### src/rtl/acq_pkg.sv
// acq_pkg: shared constants for the UART-triggered acquisition block.
// Latency: n/a (declarations only).
// Backpressure: n/a.
//
// Contents: FSM state encoding, command byte constants, parameter defaults.
package acq_pkg;

  // FSM state encoding shared by the deserializer and the trigger top.
  typedef logic [2:0] acq_state_t;
  localparam acq_state_t ST_IDLE   = 3'd0;
  localparam acq_state_t ST_START  = 3'd1;
  localparam acq_state_t ST_DATA   = 3'd2;
  localparam acq_state_t ST_STOP   = 3'd3;
  localparam acq_state_t ST_WINDOW = 3'd4;

  // Command bytes: 'w' arms channel 0, 'i' arms channel 1.
  localparam logic [7:0] CMD_W = 8'h77;
  localparam logic [7:0] CMD_I = 8'h69;

  localparam int DEF_CLKS_PER_BIT  = 50;
  localparam int DEF_N_CH          = 2;
  localparam int DEF_WINDOW_CYCLES = 72170;
  localparam int DEF_WAVE_W        = 16;
  // Entry k lives in bits [8k+7:8k]; entry 0 is the low byte.
  localparam logic [15:0] DEF_CMD_CODES = {CMD_I, CMD_W};

endpackage

### src/rtl/uart_rx_core.sv
// uart_rx_core: 8N1 deserializer with 2-FF input synchronizer and START/DATA/STOP FSM.
// Latency: char valid one cycle after the stop-bit sample (~9.5 bit times after start edge).
// Backpressure: none; i_hold blocks new frames from starting, bytes seen while held are lost.
//
// Ports: clk, rst_n (async, active low); i_rx serial line (idle high);
//        i_hold inhibits start detection; o_char/o_char_vld received byte + 1-cycle pulse;
//        o_frame_err 1-cycle pulse on low stop bit (only with ACQ_FRAME_CHECK_EN defined);
//        o_state current deserializer state.
module uart_rx_core
  import acq_pkg::*;
#(
  parameter int CLKS_PER_BIT = DEF_CLKS_PER_BIT
) (
  input  logic       clk,
  input  logic       rst_n,
  input  logic       i_rx,
  input  logic       i_hold,
  output logic [7:0] o_char,
  output logic       o_char_vld,
  output logic       o_frame_err,
  output logic [2:0] o_state
);

  localparam int CNT_W = $clog2(CLKS_PER_BIT);
  localparam logic [CNT_W-1:0] LAST_CNT = CNT_W'(CLKS_PER_BIT - 1);
  localparam logic [CNT_W-1:0] HALF_CNT = CNT_W'(CLKS_PER_BIT / 2 - 1);

  logic             r_sync1;
  logic             r_sync2;
  logic             r_prev;
  acq_state_t       r_state;
  logic [CNT_W-1:0] r_cnt;
  logic [2:0]       r_bit;
  logic [7:0]       r_shift;
  logic [7:0]       r_char;
  logic             r_vld;
  logic             r_ferr;
  logic             w_fall;
  logic             w_stop_bad;

  // Edge against the previous synchronized sample: a line that is still low
  // after a window or a framing error must go high before it can re-arm.
  assign w_fall = r_prev & ~r_sync2;

`ifdef ACQ_FRAME_CHECK_EN
  assign w_stop_bad = ~r_sync2;
`else
  assign w_stop_bad = 1'b0;
`endif

  always_ff @(posedge clk or negedge rst_n) begin
    if (!rst_n) begin
      r_sync1 <= 1'b1;
      r_sync2 <= 1'b1;
      r_prev  <= 1'b1;
      r_state <= ST_IDLE;
      r_cnt   <= '0;
      r_bit   <= '0;
      r_shift <= '0;
      r_char  <= '0;
      r_vld   <= 1'b0;
      r_ferr  <= 1'b0;
    end else begin
      r_sync1 <= i_rx;
      r_sync2 <= r_sync1;
      r_prev  <= r_sync2;
      r_vld   <= 1'b0;
      r_ferr  <= 1'b0;
      case (r_state)
        ST_IDLE: begin
          if (w_fall && !i_hold) begin
            r_state <= ST_START;
            r_cnt   <= '0;
            r_bit   <= '0;
          end
        end
        ST_START: begin
          // Mid-start-bit check rejects glitches shorter than half a bit.
          if (r_cnt == HALF_CNT) begin
            r_cnt   <= '0;
            r_state <= r_sync2 ? ST_IDLE : ST_DATA;
          end else begin
            r_cnt <= r_cnt + 1'b1;
          end
        end
        ST_DATA: begin
          if (r_cnt == LAST_CNT) begin
            r_cnt   <= '0;
            r_shift <= {r_sync2, r_shift[7:1]};
            if (r_bit == 3'd7) r_state <= ST_STOP;
            else               r_bit   <= r_bit + 1'b1;
          end else begin
            r_cnt <= r_cnt + 1'b1;
          end
        end
        ST_STOP: begin
          if (r_cnt == LAST_CNT) begin
            r_cnt   <= '0;
            r_state <= ST_IDLE;
            if (w_stop_bad) begin
              r_ferr <= 1'b1;
            end else begin
              r_char <= r_shift;
              r_vld  <= 1'b1;
            end
          end else begin
            r_cnt <= r_cnt + 1'b1;
          end
        end
        default: r_state <= ST_IDLE;
      endcase
    end
  end

  assign o_char      = r_char;
  assign o_char_vld  = r_vld;
  assign o_frame_err = r_ferr;
  assign o_state     = r_state;

endmodule

### src/rtl/uart_acq_trigger.sv
// uart_acq_trigger: UART command byte opens a fixed-length active-low acquire window on one channel.
// Latency: acquire_n asserts the cycle after char_valid; window lasts WINDOW_CYCLES cycles.
// Backpressure: none; serial bytes arriving during a window are dropped.
//
// Ports: clk, rst_n (async, active low); uart_rx serial line; wavenum current waveform number;
//        acquire_n per-channel strobes; last_wavenum wavenum at end of last window;
//        char_out/char_valid last byte + pulse; busy (not idle); frame_err bad stop pulse.
// Build option: define ACQ_FRAME_CHECK_EN to reject frames with a low stop bit.
module uart_acq_trigger
  import acq_pkg::*;
#(
  parameter int                CLKS_PER_BIT  = DEF_CLKS_PER_BIT,
  parameter int                N_CH          = DEF_N_CH,
  parameter logic [N_CH*8-1:0] CMD_CODES     = DEF_CMD_CODES,
  parameter int                WINDOW_CYCLES = DEF_WINDOW_CYCLES,
  parameter int                WAVE_W        = DEF_WAVE_W
) (
  input  logic              clk,
  input  logic              rst_n,
  input  logic              uart_rx,
  input  logic [WAVE_W-1:0] wavenum,
  output logic [N_CH-1:0]   acquire_n,
  output logic [WAVE_W-1:0] last_wavenum,
  output logic [7:0]        char_out,
  output logic              char_valid,
  output logic              busy,
  output logic              frame_err
);

  localparam int CH_W  = (N_CH > 1) ? $clog2(N_CH) : 1;
  localparam int WIN_W = (WINDOW_CYCLES > 1) ? $clog2(WINDOW_CYCLES) : 1;
  localparam logic [WIN_W-1:0] WIN_LAST = WIN_W'(WINDOW_CYCLES - 1);

  logic              r_window;
  logic [WIN_W-1:0]  r_win_cnt;
  logic [N_CH-1:0]   r_acq_n;
  logic [WAVE_W-1:0] r_last;
  logic              w_hit;
  logic [CH_W-1:0]   w_ch;
  logic [2:0]        w_rx_state;

  uart_rx_core #(
    .CLKS_PER_BIT(CLKS_PER_BIT)
  ) u_rx (
    .clk         (clk),
    .rst_n       (rst_n),
    .i_rx        (uart_rx),
    .i_hold      (r_window | char_valid),
    .o_char      (char_out),
    .o_char_vld  (char_valid),
    .o_frame_err (frame_err),
    .o_state     (w_rx_state)
  );

  // Scan high to low so the lowest matching table index wins.
  always_comb begin
    w_hit = 1'b0;
    w_ch  = '0;
    for (int k = N_CH - 1; k >= 0; k--) begin
      if (char_out == CMD_CODES[k*8 +: 8]) begin
        w_hit = 1'b1;
        w_ch  = CH_W'(k);
      end
    end
  end

  // The channel is held in r_acq_n itself, so wavenum is only looked at
  // on entry (duplicate check) and on the final window cycle.
  always_ff @(posedge clk or negedge rst_n) begin
    if (!rst_n) begin
      r_window  <= 1'b0;
      r_win_cnt <= '0;
      r_acq_n   <= '1;
      r_last    <= '0;
    end else if (r_window) begin
      if (r_win_cnt == WIN_LAST) begin
        r_window <= 1'b0;
        r_acq_n  <= '1;
        r_last   <= wavenum;
      end else begin
        r_win_cnt <= r_win_cnt + 1'b1;
      end
    end else if (char_valid && w_hit && (wavenum != r_last)) begin
      r_window  <= 1'b1;
      r_win_cnt <= '0;
      r_acq_n   <= ~(N_CH'(1) << w_ch);
    end
  end

  assign acquire_n    = r_acq_n;
  assign last_wavenum = r_last;
  // char_valid covers the decision cycle between the stop sample and WINDOW.
  assign busy         = (w_rx_state != ST_IDLE) | char_valid | r_window;

endmodule

### config.mk
export PLATFORM = sky130hd
export DESIGN_NAME = uart_acq_trigger
export DESIGN_NICKNAME = d
export VERILOG_FILES = /design/src/rtl/acq_pkg.sv /design/src/rtl/uart_rx_core.sv /design/src/rtl/uart_acq_trigger.sv
export SDC_FILE = /design/constraint.sdc
export NUM_CORES = 1
export LEC_CHECK = 0
export CAP_MARGIN = 30
export CORE_ASPECT_RATIO = 1.75
export CORE_UTILIZATION = 60
export CTS_BUF_LIST = sky130_fd_sc_hd__clkbuf_4 sky130_fd_sc_hd__clkbuf_8
export DETAILED_ROUTE_END_ITERATION = 7
export PLACE_DENSITY = 0.84
export REMOVE_ABC_BUFFERS = 1
export SETUP_SLACK_MARGIN = 0.05
export SYNTH_ARGS = -nofsm -noshare
export SYNTH_HDL_FRONTEND = slang
export SYNTH_HIERARCHICAL = 1
export SYNTH_SLANG_ARGS = --single-unit
### constraint.sdc
create_clock -name clk -period 4.8 [get_ports clk]
set_input_delay 1.2 -clock clk [delete_from_list [all_inputs] [get_ports clk]]
set_output_delay 1.2 -clock clk [all_outputs]
set_load 0.02 [all_outputs]
==> results of run 1 <==
[area by class of cell]
cell class,count,area [um^2],share of cell area [%]
clock buffers,14,174,4.14
clock inverters,2,35.0,0.834
inverters,11,41.3,0.983
multi-input cells,209,1690,40.2
flip-flops and latches,67,1680,40.1
well taps,76,95.1,2.26
repair buffers,48,483,11.5
[path summary, 6_finish.rpt]
| kind | startpoint | end | cells past startpoint |
|---|---|---|---|
| setup / recovery | r_window | busy | 3 |
| min in group asynchronous | rst_n | r_win_cnt[16] | 1 |
| max in group asynchronous | rst_n | u_rx/r_prev | 3 |
| hold / removal | u_rx/r_sync1 | u_rx/r_sync2 | 0 |
| hold reg to reg | u_rx/r_sync1 | u_rx/r_sync2 | 0 |
| setup reg to reg | r_win_cnt[10] | r_win_cnt[15] | 5 |
[worst max-delay path, cell delays in order, from the launching register on]
cell	delay (ns)
dfrtp_1	0.50
or2_2	0.38
or4_1	0.40
clkdlybuf4s50_1	0.55
[cells in the mapped netlist, types with 2 or more instances]
cell type	n
nor4_4	2
nand4b_1	2
and4b_1	2
a31oi_1	4
mux2_2	25
or3_1	2
a21oi_1	2
dfrtp_1	62
clkbuf_2	2
and3_1	6
nand2_1	20
buf_6	4
o211ai_1	3
ha_1	7
inv_1	9
or2_2	2
a311o_1	6
buf_2	3
a31o_2	5
a22o_1	3
buf_4	2
mux2_4	8
nor4b_2	2
nor2_1	12
xnor2_1	18
nor3_1	11
o21bai_1	2
nand3_1	10
nor2b_1	2
nand4_1	8
a21o_1	2
a32oi_1	2
o21ai_0	14
dfstp_2	5
mux2i_1	5
[kinds of logic (layout without fill, tap and decap cells)]
kind of cell | count (synthesis) | after routing | synth area share [%]
AO/OA/AOI/OAI | 51 | 51 | 10.8
XOR/XNOR | 18 | 18 | 4.51
adder cells (fa/ha/maj) | 7 | 7 | 2.51
buffers and inverters | 22 | 75 | 3.62
flip-flops | 67 | 67 | 48.2
multiplexers | 38 | 38 | 12.9
other | 1 | 2 | 0.107
AND/OR/NAND/NOR | 93 | 93 | 17.4
[registers in the layout, summed over array words and instances (netlist names)]
signal / cells
r_win_cnt: 17
last_wavenum: 16
u_rx/o_char: 8
u_rx/r_shift: 8
u_rx/r_cnt: 6
u_rx/r_bit: 3
acquire_n: 2
u_rx/o_state: 2
r_window: 1
u_rx/o_char_vld: 1
u_rx/r_prev: 1
u_rx/r_sync1: 1
u_rx/r_sync2: 1
[metal layers]
layer	vias to the layer above	GRT usage (%)	wire [um]
li1	1197	-	-
met1	1258	28.4	2760
met2	53	47.3	4350
met3	14	5.52	214
met4	0	11.4	137
met5	-	0	0
[report_power, final]
part	total, uW	switching [uW]	internal [uW]
Sequential	582	7.69	574
Combinational	78.6	36.3	42.3
Clock	485	199	285
Total	1140	243	902
[metrics by stage]
step                util, %  power [uW]
finish                 75.2        1140
global route           75.2        1190
CTS                    74.8        1150
detailed placement     71.1         669
global placement       71.1         667
floorplan                 -         621
==> impl_metrics.ini, run 1 <==
[outcome]
status = completed

[layout]
final_common_cell = dfrtp_1
layout_common_cells = dfrtp_1 (62), clkdlybuf4s50_1 (45), mux2_2 (25)
design_area_mm2 = 0.00420
fillers = 409
fin_nets = 372
drive_above_1_share_pct = 21.9
antenna_cells = 0
area_growth_pct = 20.2
final_cell_count_no_fill = 427

[critical_path]
required_ns = 3.60
crit_type = reg -> out
end_kind = output port
crit_path_max_fanout = 8
r2r_slack_ns = 2.70
crit_arrival_ns = 2.16
startpoint_type = register

[place]
portBuffers = 46
place_ws_ns = 1.63
place.gp.congestion = 0.898
dp.cells = 410
dp_hpwl_mm = 5.50
place_area_mm2 = 0.00397

[clock_network]
cts_root_buf = clkbuf_8
cts_setup_buffers = 0
clk_pin_slew_ns = 0.07
clk_path_buf_depth = 2
cts_made_buffers = 9
cts.htree.levels = 3
holdBufCountCts = 0
cts_resized = 0
cts_tree = yes
clock_sinks = 67
clk_latency_ns = 0.33

[detailed_routing]
firstDrtPassIters = 5
wl_per_cell_um = 17.5
num_vias = 2522
route.detailed.drc = 0
via_per_inst = 5.91
drt_wl_total_mm = 7.46
drt-initial-drc-count = 130
antenna_left = 0

[timing]
rsz0062_at_grt = no
timing.hold.ws_ns = 0.358
final-max-slew-violation-count = 0
slew_headroom_pct = 47.7
final.setup_skew_ns = 0.00701
setup_tns_ns = 0
max_freq_mhz = 298
hold_viol_final = 0
worstMarginPinSlew_ns = 0.781
min_period_over_period_pct = 70.0
layout_setup_ws_ns = 1.44
setup_viol = 0
fin_crit_ns = 3.36

[grt]
antenna_found_initial = 0
grt_max_degree = 43
grt_pass1_vias = 2484
groute.usage.overall_pct = 26.1
gr-total-overflow = 0
grt_pass1_wl_mm = 11.7

[floorplan]
io_pins = 48
die_area_mm2 = 0.00615
core_area_mm2 = 0.00559
start_util_pct = 62.6
std_cell_rows = 36
dieHeight_um = 103
fp.dieW_um = 59.7

[synth]
synth_edf_count = 0
ys.flop_type = dfrtp_1
yosys_warnings = 6
synth_cell_types = 58
synth_area_mm2 = 0.00349
syn_inst = 297
yosysSeqAreaShare_pct = 48.2
synth_area_leaders = dfrtp_1 (44%), mux2_2 (8.1%), xnor2_1 (4.5%)
synth_seq_cells = 67
synth_top_area_cell = dfrtp_1
synth.top_cell.area_share_pct = 44.4
synthArstFlopShare_pct = 100
syn_avg_cell_area_um2 = 11.8

[flow_run]
maxCapViolations = 0

[power]
power.density_mw_per_mm2 = 273
irDropWorstVdd_uv = 234
cellLeakagePower_uw = 0.00185

[worst_hold_path]
min_path_type = reg -> reg
(Power assumes the default switching activity.)
==> inputs of run 2 (changes only) <==
Settings changed: CORE_UTILIZATION 60 to 51, PLACE_DENSITY 0.84 to 0.76.
Clock period 4.8 ns to 2.7 ns, I/O delays scaled along.
==> run 2 against run 1 <==
Global-route usage decreased by 4.0 points. Cell count increased by 1.9%. Design area increased by 0.30%. First-iteration DRC count increased by 20%. Combinational power increased by 74%. Non-clock buffer count increased by 2. Count of clock-buffer cells in the layout decreased by 1. Sequential power increased by 77%. Sequential cell count unchanged.
==> impl_metrics.ini, run 2 (synthesis gave the netlist of run 1 again) <==
[outcome]
status = completed

[floorplan]
fp.dieW_um = 64.6
io_pins = 48
std_cell_rows = 39
start_util_pct = 53.0
die_area_mm2 = 0.00720
dieHeight_um = 112
core_area_mm2 = 0.00659

[critical_path]
r2r-start = r_win_cnt[10]
crit_chain = or2_2, or4_1, dlygate4sd2_1
startpoint_type = register
cp_top_family = simple AND/OR/NAND/NOR gates
required_ns = 2.03
r2r-end = r_win_cnt[8]
path_buf_inv = 1
end_kind = output port
worstSetupStartpoint = u_rx/o_char_vld
r2r_slack_ns = 0.54
crit_arrival_ns = 1.85
crit_slowest_cell = dfrtp_1
crit_path_max_fanout = 4
cpPeakStageDelay_ns = 0.43
crit_cells = 3
reg2regPathDepth = 5
crit_end = busy
crit_type = reg -> out

[timing]
worstMarginPinSlew_ns = 0.792
hold_viol_final = 0
slew_headroom_pct = 46.8
max_freq_mhz = 396
final-max-slew-violation-count = 0
min_period_over_period_pct = 93.5
setup_tns_ns = 0
layout_setup_ws_ns = 0.176
final.setup_skew_ns = 0.00906
fin_crit_ns = 2.52
rsz0062_at_grt = no
setup_viol = 0

[detailed_routing]
wl_per_cell_um = 16.4
route.detailed.drc = 0
firstDrtPassIters = 4
num_vias = 2539
via_per_inst = 5.84
antenna_left = 0
drt-initial-drc-count = 156
drt_wl_total_mm = 7.13

[grt]
grt_max_degree = 45
grt_pass1_wl_mm = 12.1
use_met3_pct = 6.25
groute.usage.overall_pct = 22.1
gr-total-overflow = 0
antenna_found_initial = 0
grt_util_met2_pct = 35.2
top_usage_layer = met2
grt_pass1_vias = 2568
grt.met1_usage_pct = 25.8

[clock_network]
cts_made_buffers = 9
cts_setup_buffers = 0
clk_latency_ns = 0.34
clk_path_buf_depth = 2
cts_root_buf = clkbuf_8
clock_sinks = 67
cts_tree = yes
clk_pin_slew_ns = 0.07
cts.htree.levels = 3

[layout]
final_common_cell = dfrtp_1
top_register = r_win_cnt
area_growth_pct = 20.6
fin_nets = 374
layout_common_cells = dfrtp_1 (62), clkdlybuf4s50_1 (44), mux2_2 (25)
drive_above_1_share_pct = 22.4
antenna_cells = 0
largest_reg_flops = 17
final_cell_count_no_fill = 435

[power]
power.density_mw_per_mm2 = 479
irDropWorstVdd_uv = 428
cellLeakagePower_uw = 0.00186

[place]
place.gp.congestion = 0.921
dp_hpwl_mm = 5.18
portBuffers = 46
place_ws_ns = 0.224
dp.cells = 419

[flow_run]
maxCapViolations = 0

[worst_hold_path]
min_path_type = in -> async
## run 2: worst min-delay path by stage
stage / start / to / slack [ns] / cells after the start
after global placement: u_rx/r_sync1 / u_rx/r_sync2 / 0.35 / 0
after detailed placement: u_rx/r_sync1 / u_rx/r_sync2 / 0.35 / 0
after floorplan: u_rx/r_sync1 / u_rx/r_sync2 / 0.35 / 0
final: rst_n / r_win_cnt[4] / 0.33 / 1
after global routing: rst_n / r_win_cnt[4] / 0.36 / 1
after CTS: rst_n / r_win_cnt[4] / 0.34 / 1
## run 2: layer usage
metal	routed length, um	share of wire, %	vias up
met5	0	0	-
met4	362	5.1	0
met3	211	3.0	28
met2	3760	53	59
met1	2800	39	1251
li1	-	-	1201
## run 2: cell type report
class / count / area [um^2]
clock inverters: 3 / 40.0
well taps: 82 / 103
repair buffers: 50 / 497
clock buffers: 13 / 160
fillers: 521 / 2370
inverters: 11 / 41.3
multi-input cells: 209 / 1690
flip-flops and latches: 67 / 1680
## run 2: power breakdown
group / internal [uW] / leakage, uW / switching, uW / total [uW]
Combinational: 74.1 / 0.000919 / 63.3 / 137
Sequential: 1020 / 0.000830 / 13.4 / 1030
Clock: 480 / 0.000108 / 368 / 848
## run 2: repair_timing
action                     in CTS  in global routing
resized for setup               1                  0
hold buffers                    0                  0
setup endpoints to repair       1                  0
hold endpoints to repair        0                  0
## run 2: through the flow
step                instance area [um^2]  total power (uW)  hold slack [ns]  util, %
floorplan                           3410              1100            0.345        -
global placement                    4010              1190            0.347     60.9
detailed placement                  4010              1190            0.348     60.9
CTS                                 4210              2040            0.337     64.0
global route                        4210              2090            0.356     64.0
finish                              4210              2020            0.328     64.0
==> inputs of run 3 (changes only) <==
Settings changed: CORE_UTILIZATION 51 to 60, PLACE_DENSITY 0.76 to 0.84, SKIP_CTS_REPAIR_TIMING set to 1.
Clock period 2.7 ns to 3.1 ns, I/O delays scaled along.
==> run 3 against run 2 <==
Worst hold slack better by 0.034 ns. Register-to-register slack better by 0.46 ns. Clock skew is 0.0015 ns higher. Sequential share of layout area is 0.49 points higher. First-iteration DRC count is 31% higher. Critical path depth stayed put. Non-clock buffer count is 2 lower. Design area is 1.2% lower. Die area is 15% lower. Global-route usage is 4.8 points higher. Clock power is 21% lower. Count of clock-buffer cells in the layout is 3 higher. Critical path type unchanged. Critical endpoint unchanged.
==> impl_metrics.ini, run 3 (synthesis gave the netlist of run 1 again) <==
[critical_path]
crit_arrival_ns = 2.15
r2r-end = r_win_cnt[4]
r2r_slack_ns = 1.00
required_ns = 2.32
reg2regPathDepth = 5
crit_path_max_fanout = 8
crit_type = reg -> out
startpoint_type = register
end_kind = output port
r2r-start = r_win_cnt[10]

[grt]
grt_pass1_wl_mm = 12.0
grt_max_degree = 68
gr-total-overflow = 0
antenna_found_initial = 0
groute.usage.overall_pct = 26.9
grt_pass1_vias = 2504

[floorplan]
io_pins = 48
std_cell_rows = 36
start_util_pct = 62.6
fp.dieW_um = 59.7
die_area_mm2 = 0.00615
dieHeight_um = 103
core_area_mm2 = 0.00559

[clock_network]
cts_made_buffers = 9
clk_pin_slew_ns = 0.06
cts.htree.levels = 3
cts_tree = yes
clock_sinks = 67
cts_root_buf = clkbuf_8
clk_path_buf_depth = 2
clk_latency_ns = 0.35

[timing]
min_period_over_period_pct = 94.2
worstMarginPinSlew_ns = 0.829
setup_viol = 0
final-max-slew-violation-count = 0
rsz0062_at_grt = no
fin_crit_ns = 2.92
hold_viol_final = 0
setup_tns_ns = 0
final.setup_skew_ns = 0.0105
max_freq_mhz = 342
slew_headroom_pct = 44.7

[layout]
final_common_cell = dfrtp_1
final_cell_count_no_fill = 427
fin_nets = 372
design_area_mm2 = 0.00416
area_growth_pct = 19.1
top_register = r_win_cnt
layout_common_cells = dfrtp_1 (62), clkdlybuf4s50_1 (45), mux2_2 (25)
fillers = 415
antenna_cells = 0
drive_above_1_share_pct = 21.9
largest_reg_flops = 17
multiInputGateArea_mm2 = 0.00169
regArea_mm2 = 0.00168

[worst_hold_path]
min_from = u_rx/r_sync1
whs_path_depth = 0
hold-path-endpoint = u_rx/r_sync2
min_path_type = reg -> reg

[detailed_routing]
num_vias = 2543
wl_per_cell_um = 17.8
route.detailed.drc = 0
via_per_inst = 5.96
drt-initial-drc-count = 204
firstDrtPassIters = 4
antenna_left = 0
drt_wl_total_mm = 7.61

[place]
place_area_mm2 = 0.00398
portBuffers = 46
dp_hpwl_mm = 5.41
place.gp.congestion = 0.898
dp.cells = 411

[power]
cellLeakagePower_uw = 0.00184
irDropWorstVdd_uv = 328
power.density_mw_per_mm2 = 406

[flow_run]
maxCapViolations = 0

[outcome]
status = completed
==> run 3: cell types whose count changed in the layout (fill, tap and decap cells not counted), sizes merged <==
cell	delta
clkdlybuf4s50	+1
clkbuf	+3
bufinv	-1
buf	-2
dlygate4sd2	-1
clkinv	-2
==> run 3: layer usage <==
layer	vias up	track usage (%)	wire (um)
met1	1279	29.0	2890
li1	1197	-	-
met4	0	12.3	204
met2	46	47.5	4300
met3	21	7.53	222
met5	-	0	0
==> run 3: worst max path at each step <==
stage / startpoint / endpoint / cells after the start
floorplan: u_rx/o_char_vld / busy / 2
global placement: r_window / busy / 3
detailed placement: wavenum[5] / r_win_cnt[6] / 6
CTS: r_window / busy / 3
global route: r_window / busy / 3
finish: r_window / busy / 3
==> run 3: critical path: stages, from the launching register on <==
cell	delay [ns]
dfrtp_1	0.50
or2_2	0.37
or4_1	0.40
clkdlybuf4s50_1	0.55
==> run 3: report_power, final <==
part	internal, uW	leakage (uW)	total [uW]	switching (uW)
Combinational	62.8	0.000907	119	55.8
Sequential	889	0.000830	901	11.8
Clock	367	0.0000995	671	304
==> run 3: layout make-up <==
class                      count  area share [%]
clock buffer                  16            4.39
inverter                      11           0.992
multi-input combinational    209            40.6
sequential                    67            40.4
tap                           76            2.29
timing repair buffer          48            11.3
==> run 3: per-stage QoR <==
step	util (%)	worst slack [ns]	hold WS, ns	total power [uW]
after global placement	71.2	0.564	0.347	1030
after detailed placement	71.2	0.514	0.356	1040
after CTS	74.5	0.176	0.365	1700
after global routing	74.5	0.126	0.365	1740
final	74.5	0.179	0.361	1690
after floorplan	-	1.04	0.345	962
